===== src/rtl/mio_bus_arbiter.sv =====
// mio_bus_arbiter: round-robin owner of the LC-3 memory/IO bus for CPU (port 0) and DMA (port 1).
// Each grant drives MIO_EN for WAIT_CYCLES+1 cycles, then pulses the winner's ready.
module mio_bus_arbiter #(
    parameter int WAIT_CYCLES = 1
) (
    input  logic        clk,
    input  logic        rst_n,
    input  logic        cpu_req,
    input  logic        cpu_r_w,
    input  logic [15:0] cpu_addr,
    input  logic [15:0] cpu_wdata,
    output logic        cpu_r,
    input  logic        dma_req,
    input  logic        dma_r_w,
    input  logic [15:0] dma_addr,
    input  logic [15:0] dma_wdata,
    output logic        dma_r,
    output logic [15:0] rdata,
    output logic [15:0] mar,
    output logic [15:0] mdr_out,
    output logic        r_w,
    output logic        mio_en,
    input  logic [15:0] bus_rdata,
    output logic        busy,
    output logic        gnt_id
);
    typedef enum logic [1:0] {IDLE, ACCESS, DONE} state_t;
    state_t     state, next;
    logic [3:0] wait_cnt;
    logic       last_gnt;
    logic       any_req;
    logic       pick;
    assign any_req = cpu_req | dma_req;
    // On a tie the port that did not win last time goes next
    assign pick = (cpu_req & dma_req) ? ~last_gnt : dma_req;
    always_ff @(posedge clk or negedge rst_n)
        if (!rst_n) state <= IDLE;
        else        state <= next;
    always_comb begin
        next   = state;
        mio_en = 1'b0;
        busy   = 1'b0;
        cpu_r  = 1'b0;
        dma_r  = 1'b0;
        next   = state == IDLE   ? (any_req ? ACCESS : IDLE) :
                 state == ACCESS ? (wait_cnt == 4'd0 ? DONE : ACCESS) : IDLE;
        mio_en = state == ACCESS;
        busy   = state != IDLE;
        cpu_r  = state == DONE && !gnt_id;
        dma_r  = state == DONE && gnt_id;
    end
    always_ff @(posedge clk or negedge rst_n)
        if (!rst_n) begin
            mar      <= 16'h0000;
            mdr_out  <= 16'h0000;
            r_w      <= 1'b0;
            rdata    <= 16'h0000;
            gnt_id   <= 1'b0;
            last_gnt <= 1'b1;
            wait_cnt <= 4'd0;
        end else begin
            if (state == IDLE && any_req) begin
                mar      <= pick ? dma_addr  : cpu_addr;
                mdr_out  <= pick ? dma_wdata : cpu_wdata;
                r_w      <= pick ? dma_r_w   : cpu_r_w;
                gnt_id   <= pick;
                last_gnt <= pick;
                wait_cnt <= 4'(WAIT_CYCLES);
            end else if (state == ACCESS && wait_cnt != 4'd0) begin
                wait_cnt <= wait_cnt - 4'd1;
            end
            if (state == ACCESS && wait_cnt == 4'd0 && !r_w) rdata <= bus_rdata;
        end
endmodule

===== config.mk =====
export PLATFORM = sky130hd
export DESIGN_NAME = mio_bus_arbiter
export DESIGN_NICKNAME = d
export VERILOG_FILES = /design/src/rtl/mio_bus_arbiter.sv
export SDC_FILE = /design/constraint.sdc
export NUM_CORES = 1
export LEC_CHECK = 0
export CORE_MARGIN = 5
export CORE_UTILIZATION = 30
export CTS_CLUSTER_SIZE = 24
export DETAILED_ROUTE_END_ITERATION = 16
export PLACE_DENSITY = 0.67
export REMOVE_ABC_BUFFERS = 1
export SYNTH_ARGS = -nofsm -noshare
export SYNTH_HDL_FRONTEND = slang
export SYNTH_SLANG_ARGS = --single-unit

===== constraint.sdc =====
create_clock -name clk -period 2 [get_ports clk]
set_input_delay 0.2 -clock clk [delete_from_list [all_inputs] [get_ports clk]]
set_output_delay 0.2 -clock clk [all_outputs]
set_load 0.02 [all_outputs]

==> flow_summary.ini <==
[status]
status = finished, final reports clean

[placement]
gp_congestion = 0.745
io_buffers = 139
hpwl_um = 5940

[cts]
cts_buffers = 9
clock_latency_ns = 0.33
clk_pin_slew_ns = 0.06
clock-sinks = 57
clock_tree.buffer_depth = 2
ctsHtreeMaxLevel = 3
cts_tree = yes
clockRootBuffer = clkbuf_8

[hold_path]
min_path_type = input port to asynchronous set/reset pin

[synthesis]
yosysMostFrequentCell = nand2_1
synth_adder_area_share_pct = 0.483
synthFlopType = dfrtp_1
synth.largest_area_cell = dfrtp_1
synthMuxAreaShare_pct = 9.65
synth_commonest_cells = nand2_1 (67), dfrtp_1 (56), a21oi_1 (35)
synth_top_family_by_area = compound AO/OA/AOI/OAI gates
netlist.area_leader.share_pct = 54.1
synth.cell_area_um2 = 2590
synth_area_leaders = dfrtp_1 (54%), nand2_1 (9.7%), a31oi_1 (8.0%), a21oi_1 (6.8%), mux2_4 (5.8%)
yosys.area_share.simple_pct = 13.3
ys_ff_latch = 57
synth_xor_area_share_pct = 0
synth_compound_area_share_pct = 16.9
synth_cell_types = 31
avgSynthCellArea_um2 = 10.0
async_flop_share_pct = 100
yosys_warnings = 0
synth_edf_count = 0
ys_seq_area_share_pct = 55.1
synthCells = 258

[die]
die_y_um = 103
start_util_pct = 30.3
fp.coreArea_um2 = 8550
core.rowCount = 34
die_x_um = 103
io_pins = 140
dieArea_um2 = 10600

[route]
first_pass_iters = 5
routed_wl_um = 7910
drc = 0
vias_per_cell = 4.74
num_vias = 2452
avgRoutedWirePerCell_um = 15.3
antenna_left = 0
drt_iter0_markers = 88

[sta]
hold_ws_ns = 0.330
slew_viol_final = 0
slew_headroom_pct = 65.6
worst_clock_skew_ns = 0.00723
fmax_mhz = 518
fin_crit_ns = 1.93
post-route-period-util_pct = 96.6
hold_violations = 0
setup_viol = 0
tightest_slew_ns = 0.515

[critical_path]
worstPathCellList = inv_1 -> ha_1 -> or3b_4 -> or3_4 -> buf_12 -> mux2_4
worstSetupPathType = flip-flop to flip-flop
cp-end-kind = flip-flop
reg2reg_depth = 6
cp_slowest_cell = or3b_4
worstPathMaxFanout = 16
cpPeakStageDelay_ns = 0.40
r2r_slack_ns = 0.07
critPathLaunchType = flip-flop
crit_arrival_ns = 2.14
regToRegEndpoint = rdata[8]
cp.required_ns = 2.21
cp_num_buf_inv = 2
cp_top_family = simple AND/OR/NAND/NOR gates
rr_startpoint = wait_cnt[1]

[global_route]
grt_usage_pct = 15.3
grt_max_degree = 32
antenna_found_initial = 0
grt_pass1_wl_um = 12600
grt_pass1_vias = 2587
overflow = 0

[run]
drv_cap = 0

[pwr]
irDropWorstVdd_mv = 0.591
power.switching_mw = 2.61
power_density_nw_per_um2 = 1530
pwr-share-seq_pct = 31.5
p_comb_share_pct = 55.3
pwr-share-clk_pct = 13.2
switching_share_pct = 39.3
p_leak_nw = 1.85
p_int_mw = 4.04
power_mw = 6.65

[final_layout]
drive_above_1_share_pct = 13.4
nFillCells = 804
nets = 491
area_growth_syn_to_layout_pct = 67.5
diodes = 0
flip-flops by register name, indices dropped and copies added (netlist names):
register,cells
gnt_id,1
last_gnt,1
mar,16
mdr_out,16
r_w,1
rdata,16
state,2
wait_cnt,4
worst reg2reg max path: stages, from the launching register on:
cell	delay, ns
dfrtp_1	0.37
inv_1	0.07
ha_1	0.16
or3b_4	0.40
or3_4	0.35
buf_12	0.17
mux2_4	0.30
per-stage QoR:
stage / TNS (ns) / area (um2) / std cells / util, % / setup slack (ns)
final: 0 / 4340 / 517 / 50.8 / 0.0687
after global placement: 0 / 4160 / 498 / 48.6 / 0.0755
after floorplan: -27.49 / 2490 / 238 / - / -0.902
after detailed placement: 0 / 4160 / 498 / 48.6 / 0.0448
after CTS: 0 / 4320 / 515 / 50.5 / 0.0210
after global routing: -0.00961 / 4340 / 517 / 50.8 / -0.00546
cells by family after synthesis:
family,count (synthesis)
and+or+nand+nor,81
AOI/OAI and AO/OA,75
DFF,57
buffers and inverters,25
muxes,19
adders and majority gates,1
cell type report:
type	count	area (um2)	share of cell area [%]
multi-input combinational	176	1060	24.3
timing repair buffer	155	1550	35.7
tap	108	135	3.11
clock buffer	12	135	3.11
clock inverter	4	20.0	0.461
inverter	5	18.8	0.432
sequential	57	1430	32.9
placed cells by master, fill, tap and decap left out, drive strengths merged, types with 2 or more instances in the layout:
master / count
clkdlybuf4s50: 137
nand2: 67
dfrtp: 56
a21oi: 35
a31oi: 33
mux2: 18
buf: 16
clkbuf: 12
inv: 5
clkinv: 4
nand2b: 2
and2: 2
o21ai: 2
nor2: 2
a221o: 2
or3: 2
how the worst max path moves through the flow:
stage | cells past startpoint | start | slack (ns) | end
final | 6 | wait_cnt[1] | 0.07 | rdata[8]
after floorplan | 3 | state[0] | -0.90 | gnt_id
after detailed placement | 6 | wait_cnt[0] | 0.04 | rdata[8]
after global placement | 6 | wait_cnt[0] | 0.08 | rdata[7]
after CTS | 6 | wait_cnt[0] | 0.02 | rdata[8]
after global routing | 6 | wait_cnt[0] | -0.005 | rdata[9]
power by group through the flow:
| stage | sequential [mW] | combinational [mW] | clock [mW] |
|---|---|---|---|
| after detailed placement | 2.11 | 3.69 | 0 |
| after global routing | 2.18 | 3.97 | 0.957 |
| after CTS | 2.10 | 3.70 | 0.906 |
| after global placement | 2.09 | 3.64 | 0 |
| after floorplan | 2.70 | 1.26 | 0 |
| final | 2.10 | 3.68 | 0.878 |
per-layer routing:
layer | GRT usage [%] | vias to the layer above | part of all wire (%)
met4 | 5.68 | 0 | 0.97
met3 | 6.43 | 6 | 10
met1 | 18.4 | 1157 | 43
met2 | 24.4 | 100 | 45
li1 | - | 1189 | -
met5 | 0 | - | 0
repair_timing:
| item | 4_1_cts | 5_1_grt |
|---|---|---|
| endpoints found under the setup margin | 0 | 17 |
| resized for setup | 0 | 2 |
| setup buffers | 0 | 2 |
| hold endpoints to repair | 16 | 0 |
| hold buffers | 1 | 0 |
Power figures use the tool's default switching activity.
